==> config.mk <==
export PLATFORM = sky130hd
export DESIGN_NAME = pwm_gen_apb
export DESIGN_NICKNAME = d
export VERILOG_FILES = /design/src/rtl/pwm_pkg.sv /design/src/rtl/pwm_gen_apb_channel.sv /design/src/rtl/pwm_gen_apb.sv
export SDC_FILE = /design/constraint.sdc
export NUM_CORES = 1
export LEC_CHECK = 0
export CAP_MARGIN = 20
export CORE_MARGIN = 4
export CORE_UTILIZATION = 55
export CTS_CLUSTER_DIAMETER = 120
export DETAILED_ROUTE_END_ITERATION = 6
export PLACE_DENSITY = 0.76
export SKIP_LAST_GASP = 1
export SLEW_MARGIN = 10
export SYNTH_ARGS = -nofsm -noshare
export SYNTH_HDL_FRONTEND = slang
export SYNTH_HIERARCHICAL = 1
export SYNTH_SLANG_ARGS = --single-unit
==> constraint.sdc <==
create_clock -name clk_i -period 6.37 [get_ports clk_i]
set_input_delay 0.9555 -clock clk_i [delete_from_list [all_inputs] [get_ports clk_i]]
set_output_delay 0.9555 -clock clk_i [all_outputs]
set_load 0.05 [all_outputs]
==> src/rtl/pwm_pkg.sv <==
// Shared register map, CTRL bit positions and counter type for the APB PWM generator.
package pwm_pkg;
    localparam int CNT_W_DFLT = 16;
    typedef logic [CNT_W_DFLT-1:0] cnt_t;

    localparam logic [5:0] ADDR_CTRL   = 6'h00;
    localparam logic [5:0] ADDR_PRESC  = 6'h04;
    localparam logic [5:0] ADDR_PERIOD = 6'h08;
    localparam logic [5:0] ADDR_STATUS = 6'h0C;
    localparam logic [5:0] ADDR_DUTY0  = 6'h10;

    localparam int CTRL_EN   = 0;
    localparam int CTRL_IE   = 1;
    localparam int CTRL_CHEN = 8;
endpackage

==> src/rtl/pwm_gen_apb_channel.sv <==
// One PWM channel: DUTY shadow/active pair and the registered compare output.
// The active duty reloads at the period wrap, or continuously while the block is disabled.
module pwm_channel #(
    parameter int CNT_W = 16
) (
    input  logic             clk_i,
    input  logic             rstn_i,
    input  logic [CNT_W-1:0] cnt_i,
    input  logic             wrap_i,
    input  logic             en_i,
    input  logic             chen_i,
    input  logic             wr_i,
    input  logic [CNT_W-1:0] wdata_i,
    output logic [CNT_W-1:0] duty_o,
    output logic             pwm_o
);
    import pwm_pkg::*;

    logic [CNT_W-1:0] duty_q, duty_d, act_q, act_d;
    logic             pwm_q, pwm_d;

    always_comb begin
        duty_d = wr_i ? wdata_i : duty_q;
        act_d  = (!en_i || wrap_i) ? duty_q : act_q;
        pwm_d  = en_i && chen_i && (cnt_i < act_q);
    end

    always_ff @(posedge clk_i or negedge rstn_i) begin
        if (!rstn_i) begin
            duty_q <= '0;
            act_q  <= '0;
            pwm_q  <= 1'b0;
        end else begin
            duty_q <= duty_d;
            act_q  <= act_d;
            pwm_q  <= pwm_d;
        end
    end

    // Gating with the live enables forces the pad low the moment EN/CHEN drop.
    assign duty_o = duty_q;
    assign pwm_o  = pwm_q & en_i & chen_i;
endmodule

==> src/rtl/pwm_gen_apb.sv <==
// APB3 multi-channel PWM: register decode, shared prescaler and period counter, wrap FLAG/IRQ.
// Zero-wait-state bus; PWM outputs are registered one clock behind the counter.
module pwm_gen_apb #(
    parameter int NCH     = 3,
    parameter int CNT_W   = 16,
    parameter int PRESC_W = 8
) (
    input  logic            clk_i,
    input  logic            rstn_i,
    input  logic            psel_i,
    input  logic            penable_i,
    input  logic            pwrite_i,
    input  logic [5:0]      paddr_i,
    input  logic [31:0]     pwdata_i,
    output logic [31:0]     prdata_o,
    output logic            pready_o,
    output logic            pslverr_o,
    output logic [NCH-1:0]  pwm_o,
    output logic [NCH-1:0]  pwm_oe_o,
    output logic            period_irq_o
);
    import pwm_pkg::*;

    logic               aligned, is_duty, mapped, wr_en, tick, wrap;
    logic [5:0]         duty_off;
    logic [3:0]         duty_idx;
    logic               en_q, en_d, ie_q, ie_d, flag_q, flag_d;
    logic [NCH-1:0]     chen_q, chen_d, duty_wr;
    logic [PRESC_W-1:0] presc_q, presc_d, pcnt_q, pcnt_d;
    logic [CNT_W-1:0]   period_q, period_d, period_act_q, period_act_d, cnt_q, cnt_d;
    logic [CNT_W-1:0]   duty_rd [NCH];
    logic [31:0]        rdata;
    logic               unused_bits;

    assign aligned  = (paddr_i[1:0] == 2'b00);
    assign duty_off = paddr_i - ADDR_DUTY0;
    assign duty_idx = duty_off[5:2];
    assign is_duty  = aligned && (paddr_i >= ADDR_DUTY0) && (int'(duty_idx) < NCH);
    assign mapped   = aligned && (paddr_i == ADDR_CTRL || paddr_i == ADDR_PRESC ||
                                  paddr_i == ADDR_PERIOD || paddr_i == ADDR_STATUS || is_duty);
    assign wr_en    = psel_i && penable_i && pwrite_i && mapped;
    assign unused_bits = ^{pwdata_i, duty_off[1:0]};

    always_comb begin
        en_d     = en_q;
        ie_d     = ie_q;
        chen_d   = chen_q;
        presc_d  = presc_q;
        period_d = period_q;
        if (wr_en && paddr_i == ADDR_CTRL) begin
            en_d   = pwdata_i[CTRL_EN];
            ie_d   = pwdata_i[CTRL_IE];
            chen_d = pwdata_i[CTRL_CHEN +: NCH];
        end
        if (wr_en && paddr_i == ADDR_PRESC)  presc_d  = pwdata_i[PRESC_W-1:0];
        if (wr_en && paddr_i == ADDR_PERIOD) period_d = pwdata_i[CNT_W-1:0];
        // A wrap in the same cycle as the W1C wins, so no wrap event is lost.
        flag_d = wrap | (flag_q & ~(wr_en && paddr_i == ADDR_STATUS && pwdata_i[0]));
        for (int i = 0; i < NCH; i++) duty_wr[i] = wr_en && is_duty && (duty_idx == 4'(i));
    end

    assign tick = (pcnt_q == presc_q);
    assign wrap = en_q && tick && (cnt_q == period_act_q);

    always_comb begin
        pcnt_d       = '0;
        cnt_d        = '0;
        period_act_d = period_q;
        if (en_q) begin
            // A prescaler count stranded above a freshly lowered PRESC restarts from zero.
            pcnt_d       = (pcnt_q >= presc_q) ? '0 : pcnt_q + PRESC_W'(1);
            cnt_d        = tick ? (wrap ? '0 : cnt_q + CNT_W'(1)) : cnt_q;
            period_act_d = wrap ? period_q : period_act_q;
        end
    end

    always_ff @(posedge clk_i or negedge rstn_i) begin
        if (!rstn_i) begin
            en_q         <= 1'b0;
            ie_q         <= 1'b0;
            flag_q       <= 1'b0;
            chen_q       <= '0;
            presc_q      <= '0;
            pcnt_q       <= '0;
            period_q     <= '0;
            period_act_q <= '0;
            cnt_q        <= '0;
        end else begin
            en_q         <= en_d;
            ie_q         <= ie_d;
            flag_q       <= flag_d;
            chen_q       <= chen_d;
            presc_q      <= presc_d;
            pcnt_q       <= pcnt_d;
            period_q     <= period_d;
            period_act_q <= period_act_d;
            cnt_q        <= cnt_d;
        end
    end

    for (genvar i = 0; i < NCH; i++) begin : g_ch
        pwm_channel #(.CNT_W(CNT_W)) u_ch (
            .clk_i   (clk_i),
            .rstn_i  (rstn_i),
            .cnt_i   (cnt_q),
            .wrap_i  (wrap),
            .en_i    (en_q),
            .chen_i  (chen_q[i]),
            .wr_i    (duty_wr[i]),
            .wdata_i (pwdata_i[CNT_W-1:0]),
            .duty_o  (duty_rd[i]),
            .pwm_o   (pwm_o[i])
        );
    end

    always_comb begin
        rdata = '0;
        case (paddr_i)
            ADDR_CTRL: begin
                rdata[CTRL_EN]          = en_q;
                rdata[CTRL_IE]          = ie_q;
                rdata[CTRL_CHEN +: NCH] = chen_q;
            end
            ADDR_PRESC:  rdata[PRESC_W-1:0] = presc_q;
            ADDR_PERIOD: rdata[CNT_W-1:0]   = period_q;
            ADDR_STATUS: rdata[0]           = flag_q;
            default: begin
                for (int i = 0; i < NCH; i++)
                    if (is_duty && duty_idx == 4'(i)) rdata[CNT_W-1:0] = duty_rd[i];
            end
        endcase
    end

    assign prdata_o     = (psel_i && !pwrite_i && mapped) ? rdata : '0;
    assign pready_o     = 1'b1;
    assign pslverr_o    = psel_i && penable_i && !mapped;
    assign pwm_oe_o     = chen_q & {NCH{en_q}};
    assign period_irq_o = flag_q & ie_q;
endmodule

* Word level (Yosys, flattened, before mapping) *
Index checks and enable logic that the tools add are counted.
Widths: inputs -> output; s select.

storage, ports and cells
  bits in registers = 169
  input bits = 43
  output and inout port bits = 41
  logic and storage cells = 106

operators by class
  add/subtract/negate cells = 3
  magnitude comparators = 6
  eq/ne operators = 9
  mux-type cells = 16
  bitwise operators = 11
  reduce and logical (&&, ||, !) cells = 43

operators with widths
  cell                   count
  $mux 16                9
  $lt 16x16->1           3
  $logic_and 1x1->1      29
  $pmux 6 s3             1
  $add 16x1->16 const B  1
  $eq 16x16->1           1
  $mux 8                 2
  $eq 6x4->1 const B     2
  $pmux 5 s2             1
  $pmux 3 s3             1
  $add 8x1->8 const B    1
  $and 1x1->1            8
  $eq 8x8->1             1
  $ge 8x8->1             1
  $pmux 1 s4             2
  $eq 6x3->1 const B     1
  $ge 6x5->1 const B     1
  $logic_not 6->1        1
  $sub 6x5->6 const B    1
  $logic_or 1x1->1       5
  $eq 4x1->1 const B     1
  $eq 4x2->1 const B     1
  $logic_not 4->1        1
  $lt 4x2->1 const B     1
  9 further kinds        12

* Depth between registers and ports, before layout *
Gate-level depths: netlist of run 1.

  depth after elaboration = 12
  gate-level depth with buffers = 11
  gate-level depth less buffers = 9

* Hierarchy *
The synthesis of run 1 kept the hierarchy.

by module, submodules not included
  module       instances  cells an instance  area each (um^2)  sequential area each (um^2)
  pwm_channel  3          137                1570.3            825.8
  pwm_gen_apb  1          430                4347.9            1751.7

* Least setup slack after synthesis of run 1 *
OpenSTA, ideal clock, no wires.

  path kind = input to output
  start = input paddr_i[1]
  end = output prdata_o[10]
  arrival = 2691 ps
  required time = 5414 ps
  setup slack = 2724 ps
  cell stages on the path = 6
  buffers on the path = 2
  cells stage by stage = nor3_1 -> and2_1 -> clkbuf_1 -> clkbuf_1 -> a22oi_1 -> nor2_1

between the ends
  word-level cells in the longest chain between the ends = 9
  elaborated cells on any way between the ends = 28
  those cells by class = add/sub: 1; order compare: 2; eq/ne: 5; mux: 5; reduce/logical: 15

RTL lines
  element                                          RTL line            RTL
  from (decl)                                      pwm_gen_apb.sv:13   input logic [5:0] paddr_i,
  $sub 6x5->6 (tied with other cells)              pwm_gen_apb.sv:36   assign duty_off = paddr_i - ADDR_DUTY0;
  $lt 4x2->1 or $logic_and 1x1->1 (tied branches)  pwm_gen_apb.sv:38   assign is_duty = aligned && (paddr_i >= ADDR_DUTY0) && (int'(duty_idx) < NCH);
  $logic_and 1x1->1                                pwm_gen_apb.sv:38
  $logic_and 1x1->1                                pwm_gen_apb.sv:129  if (is_duty && duty_idx == 4'(i)) rdata[CNT_W-1:0] = duty_rd[i];
  $mux 16 (3 in a row)                             pwm_gen_apb.sv:129
  $pmux 3 s3                                       pwm_gen_apb.sv:118  case (paddr_i)
  $mux 16 (*)                                      pwm_gen_apb.sv:134  assign prdata_o = (psel_i && !pwrite_i && mapped) ? rdata : '0;
  to (decl)                                        pwm_gen_apb.sv:15   output logic [31:0] prdata_o,

Every way passes the cells marked *; elsewhere a longest branch is shown, timed or not.

* Final worst setup path of run 1 *
  start = input paddr_i[1]
  end = output prdata_o[15]

between the ends
  word-level cells in the longest chain between the ends = 9
  elaborated cells on any way between the ends = 28
  those cells by class = add/sub: 1; order compare: 2; eq/ne: 5; mux: 5; reduce/logical: 15

RTL lines
  element                                          RTL line
  $sub 6x5->6 (tied with other cells)              pwm_gen_apb.sv:36
  $lt 4x2->1 or $logic_and 1x1->1 (tied branches)  pwm_gen_apb.sv:38
  $logic_and 1x1->1                                pwm_gen_apb.sv:38
  $logic_and 1x1->1                                pwm_gen_apb.sv:129
  $mux 16 (3 in a row)                             pwm_gen_apb.sv:129
  $pmux 5 s2                                       pwm_gen_apb.sv:118
  $mux 16 (*)                                      pwm_gen_apb.sv:134

Marks and branches as above.

==> results_dict.tcl, run 1 <==
set metrics [dict create \
    status "complete, no violations" \
    dp_slack_ns 1.47 \
    synth_enable_flop_cells 0 \
    max-cap-violations 0 \
    port_buffers 50 \
    synthArstFlopShare_pct 100 \
    worst_setup_path_end_kind "output pin" \
    tightestPinTransition_ns 1.10 \
    start_util_pct 56.6 \
    worstPathRequired_ns 5.41 \
    postCtsHoldBufs 0 \
    min_period_ns 4.89 \
    synthTopCellsByArea "dfrtp_1 47%, mux2_2 9.0%, ha_1 7.6%, o21ai_0 4.2%, nand2_1 3.4%" \
    slew_headroom_pct 26.7 \
    clock_sinks 169 \
    drc 0 \
    vias_per_cell 5.85 \
    hold_class "in2async" \
    skew_ns 0.0102 \
    startpoint "paddr_i[1]" \
    grt-ovfl-total 0 \
    insertedDiodeCount 0 \
    finalSetupViolations 0 \
    cts_resized 0 \
    first_pass_iters 7 \
    synth_cells 841 \
    max_freq_ghz 0.204 \
    peakVddDrop_uv 210 \
    vias 6512 \
    slowest_stage "clkdlybuf4s50_1" \
    grt_max_degree 117 \
    hold_viol 0 \
    drtAntennaViolNets 0 \
    core-area_um2 16000 \
    powerDensity_nw_per_um2 240 \
    dpl.hpwl_um 15500 \
    setup-tns-final_ns 0 \
    fin_nets 983 \
    rsz0062_at_grt "no" \
    reg2reg_from "pcnt_q[2]" \
    ctsLongestPathBuffers 2 \
    antenna_found_initial 0 \
    clk_pin_slew_ns 0.06 \
    crit_family "simple AND/OR/NAND/NOR gates" \
    synth_top_area_share_pct 46.7 \
    cts_root_buf "clkbuf_16" \
    path_cells "clkdlybuf4s50_1 > nor3_1 > and2_1 > nand2b_1 > o22a_1 > nor2_1 > clkdlybuf4s50_1" \
    syn_area_um2 9060 \
    worstSetupPathType "in2out" \
    crit_buf_inv 2 \
    synth.avg_cell_area_um2 10.8 \
    post-synth-top-area-cell "dfrtp_1" \
    wl_um 22100 \
    post_drt_wl_per_cell_um 19.8 \
    postCtsSetupBuffers 0 \
    period_share_pct 76.8 \
    rows 46 \
    first_iter_violations 526 \
    ys_types 54 \
    place.gp.congestion 0.899 \
    die-area_um2 18600 \
    leakage_nw 4.83 \
    start_kind "input port" \
    synth_seq_area_share_pct 46.7 \
    arrival_ns 3.94 \
    syn_to_final_growth_pct 13.9 \
    ys_ff_latch 169 \
    gr-usage-all-layers_pct 24.9 \
    p_total_mw 2.48 \
    maxSlewViolCount 0 \
    design_area_um2 10300 \
    ctsHtreeMaxLevel 4 \
    cpPeakStageDelay_ns 0.85 \
    grt_pass1_wl_um 35100 \
    cp_common_cell "clkdlybuf4s50_1" \
    io_pins 84 \
    die_h_um 136 \
    placed_area_um2 9680 \
    synth-main-ff-cell "dfrtp_1" \
    cts_buffers 17 \
    setup_ws_ns 1.48 \
    insertion_delay_ns 0.43 \
    yosysWarnings 6 \
    drive_gt1_share_pct 17.3 \
    die_w_um 136 \
    grt_pass1_vias 6464 \
    cts_tree "done" \
    crit_fanout 14 \
]
[cell type report]
| class | count | area [um2] |
|---|---|---|
| Timing Repair Buffer | 65 | 634 |
| Sequential cell | 169 | 4230 |
| Inverter | 56 | 210 |
| Fill cell | 1248 | 5680 |
| Multi-Input combinational cell | 576 | 4360 |
| Tap cell | 216 | 270 |
| Clock inverter | 14 | 173 |
| Clock buffer | 18 | 439 |
[Yosys cell counts, types with 16 or more instances]
library cell,count
mux2i_1,17
inv_1,56
a22oi_1,16
ha_1,55
nand2_1,82
mux2_4,20
dfrtp_1,169
o21ai_0,76
buf_4,18
clkbuf_1,23
mux2_2,72
nor2_1,50
xor2_1,27
[worst paths after layout]
path | end | slack [ns] | cells after the start
max | prdata_o[15] | 1.48 | 7
min | presc_q[0] | 0.41 | 1
max reg2reg | period_act_q[0] | 3.10 | 6
min reg2reg | pcnt_q[0] | 0.49 | 1
max in group asynchronous | g_ch[0].u_ch/act_q[11] | 4.56 | 3
min in group clk_i | pcnt_q[0] | 0.49 | 1
[sequential cells by signal (all words and copies together), names as in the netlist, 8 cells and up]
name and cells:
period_q 16, presc_q 8, period_act_q 16, g_ch.u_ch/act_q 48
pcnt_q 8, cnt_q 16, g_ch.u_ch/duty_o 48
[stage by stage]
stage	cells	hold WS [ns]	utilization (%)
after floorplan	856	0.446	-
after global placement	1081	0.477	60.5
after detailed placement	1081	0.481	60.5
after CTS	1113	0.490	64.3
after global routing	1114	0.420	64.5
final	1114	0.411	64.5
[layout by cell type (no fill, tap or decap), types with 6 or more instances in the layout]
| cell type | synthesis | layout |
|---|---|---|
| mux2_2 | 72 | 72 |
| clkbuf_16 | 0 | 17 |
| o21ai_0 | 76 | 76 |
| inv_1 | 56 | 56 |
| nand2_1 | 82 | 82 |
| ha_1 | 55 | 55 |
| a22oi_1 | 16 | 16 |
| clkdlybuf4s50_1 | 0 | 49 |
| mux2_4 | 20 | 20 |
| buf_4 | 18 | 14 |
| a21o_1 | 13 | 13 |
| mux2i_1 | 17 | 17 |
| nand4_1 | 11 | 11 |
| xor2_1 | 27 | 27 |
| and4_1 | 6 | 6 |
| and3_1 | 8 | 8 |
| nand3_1 | 13 | 13 |
| nand2b_1 | 10 | 10 |
| nor2_1 | 50 | 50 |
| a21oi_1 | 12 | 12 |
| conb_1 | 2 | 17 |
| dfrtp_1 | 169 | 169 |
| xnor2_1 | 8 | 8 |
[where the power goes]
part | internal, mW | leakage (nW) | switching [mW] | total [mW]
sequential | 1.12 | 2.30 | 0.0333 | 1.15
combinational | 0.0950 | 2.25 | 0.162 | 0.257
clock | 0.629 | 0.285 | 0.438 | 1.07
[layer usage]
layer	track usage, %	routed length [um]
met1	34.9	9950
met2	38.3	10300
met3	4.96	1170
met4	9.63	627
met5	0	0
[cells by family after synthesis]
logic type	synth area share [%]
AND/OR/NAND/NOR	11.9
flip-flops	46.7
AO/OA/AOI/OAI	10.1
buffers and inverters	5.87
multiplexers	14.4
adder cells (fa/ha/maj)	7.60
XOR/XNOR	3.38
other	0.0829
No activity file was read; power rests on OpenSTA's default activity.
==> inputs of run 2 (changes only) <==
--- a/config.mk
+++ b/config.mk
@@ -7,10 +7,10 @@
 export LEC_CHECK = 0
 export CAP_MARGIN = 20
 export CORE_MARGIN = 4
-export CORE_UTILIZATION = 55
+export CORE_UTILIZATION = 52
 export CTS_CLUSTER_DIAMETER = 120
 export DETAILED_ROUTE_END_ITERATION = 6
-export PLACE_DENSITY = 0.76
+export PLACE_DENSITY = 0.75
 export SKIP_LAST_GASP = 1
 export SLEW_MARGIN = 10
 export SYNTH_ARGS = -nofsm -noshare
==> constraint.sdc (replaced) <==
create_clock -name clk_i -period 4 [get_ports clk_i]
set_input_delay 0.6 -clock clk_i [delete_from_list [all_inputs] [get_ports clk_i]]
set_output_delay 0.6 -clock clk_i [all_outputs]
set_load 0.05 [all_outputs]
==> results_dict.tcl, run 2 (synthesis results as in run 1) <==
set metrics [dict create \
    antenna_found_initial 0 \
    min_period_ns 3.48 \
    arrival_ns 2.88 \
    period_share_pct 87.0 \
    crit_fanout 8 \
    skew_ns 0.00587 \
    rr_worst_depth 6 \
    worstSetupPathType "in2out" \
    placed_area_um2 9950 \
    core-area_um2 16800 \
    worst_setup_path_end_kind "output pin" \
    cts_buffers 17 \
    gr-usage-all-layers_pct 23.3 \
    hold_viol 0 \
    io_pins 84 \
    start_kind "input port" \
    r2r-end "period_act_q[14]" \
    port_buffers 50 \
    final_cell_mix "169 x dfrtp_1, 82 x nand2_1, 76 x o21ai_0, 72 x mux2_2, 56 x inv_1" \
    drc 0 \
    drtAntennaViolNets 0 \
    drive_gt1_share_pct 19.9 \
    syn_to_final_growth_pct 16.1 \
    reg2reg_from "pcnt_q[2]" \
    setup-tns-final_ns 0 \
    mostFrequentLayoutCell "dfrtp_1" \
    ctsLongestPathBuffers 2 \
    grt_pass1_vias 6522 \
    powerDensity_nw_per_um2 366 \
    cts_resized 0 \
    first_pass_iters 6 \
    insertion_delay_ns 0.42 \
    vias_per_cell 5.83 \
    post_drt_wl_per_cell_um 19.8 \
    cts_tree "done" \
    clk_pin_slew_ns 0.06 \
    final_core_util_pct 62.5 \
    finalSetupViolations 0 \
    hold_ws_ns 0.118 \
    peakVddDrop_uv 312 \
    leakage_nw 4.96 \
    grt_pass1_wl_um 36000 \
    rows 47 \
    insertedDiodeCount 0 \
    die_h_um 140 \
    design_area_um2 10500 \
    vias 6572 \
    max_freq_ghz 0.287 \
    grt_max_degree 83 \
    ff2ff_setup_slack_ns 1.01 \
    clock_sinks 169 \
    wl_um 22300 \
    hold_class "in2async" \
    worstPathRequired_ns 3.40 \
    start_util_pct 53.9 \
    postCtsHoldBufs 0 \
    slew_headroom_pct 28.7 \
    max-cap-violations 0 \
    tightestPinTransition_ns 1.05 \
    cts_root_buf "clkbuf_16" \
    grt-ovfl-total 0 \
    die_w_um 140 \
    fin_nets 993 \
    maxSlewViolCount 0 \
    p_total_mw 3.84 \
    rsz0062_at_grt "no" \
    postCtsSetupBuffers 0 \
    dpl.hpwl_um 16100 \
    first_iter_violations 521 \
    die-area_um2 19600 \
    ctsHtreeMaxLevel 4 \
    place.gp.congestion 0.907 \
    status "complete, no violations" \
]
run 2: cell types whose count changed in the layout (fill, tap and decap cells not counted), sizes merged:
| cell | change |
|---|---|
| bufinv | -2 |
| clkbuf | +2 |
| clkinvlp | -4 |
| clkdlybuf4s50 | -17 |
| buf | +27 |
| inv | +4 |
run 2: per-layer routing:
metal	global-route usage (%)	up-vias	share of wire, %	wire (um)
met5	0	-	0	0
met4	7.29	0	2.5	554
met1	32.7	3261	45	9960
li1	-	3012	-	-
met2	36.9	247	46	10300
met3	4.64	52	6.6	1480
run 2: worst max-delay path, stage by stage:
cell             delay, ns
clkdlybuf4s50_1       0.46
nor3_1                0.50
and2_1                0.48
nand2b_1              0.26
o22a_1                0.23
nor2_1                0.19
buf_12                0.17
run 2: final cells by class:
class | count | area (um2)
timing repair buffer | 75 | 872
clock inverter | 12 | 114
fill | 1358 | 6300
tap | 220 | 275
multi-input combinational | 576 | 4360
sequential | 169 | 4230
inverter | 56 | 210
clock buffer | 20 | 457
run 2: metrics by stage:
step | instances | worst slack, ns
after detailed placement | 1096 | 0.563
final | 1128 | 0.519
after CTS | 1128 | 0.563
after floorplan | 856 | 1.06
after global placement | 1096 | 0.576
after global routing | 1128 | 0.483
run 2: how the worst max path moves through the flow:
stage / startpoint / depth (start not counted) / slack (ns) / end
finish: paddr_i[1] / 7 / 0.52 / prdata_o[11]
global route: paddr_i[1] / 7 / 0.48 / prdata_o[15]
CTS: paddr_i[1] / 7 / 0.56 / prdata_o[15]
detailed placement: paddr_i[1] / 7 / 0.56 / prdata_o[14]
global placement: paddr_i[1] / 7 / 0.58 / prdata_o[15]
floorplan: paddr_i[1] / 6 / 1.06 / prdata_o[10]
run 2: power breakdown:
| group | switching [mW] | leakage (nW) | total, mW | internal [mW] |
|---|---|---|---|---|
| Combinational | 0.252 | 2.38 | 0.407 | 0.154 |
| Clock | 0.699 | 0.282 | 1.60 | 0.900 |
| Sequential | 0.0573 | 2.30 | 1.84 | 1.78 |
| Total | 1.01 | 4.96 | 3.84 | 2.84 |
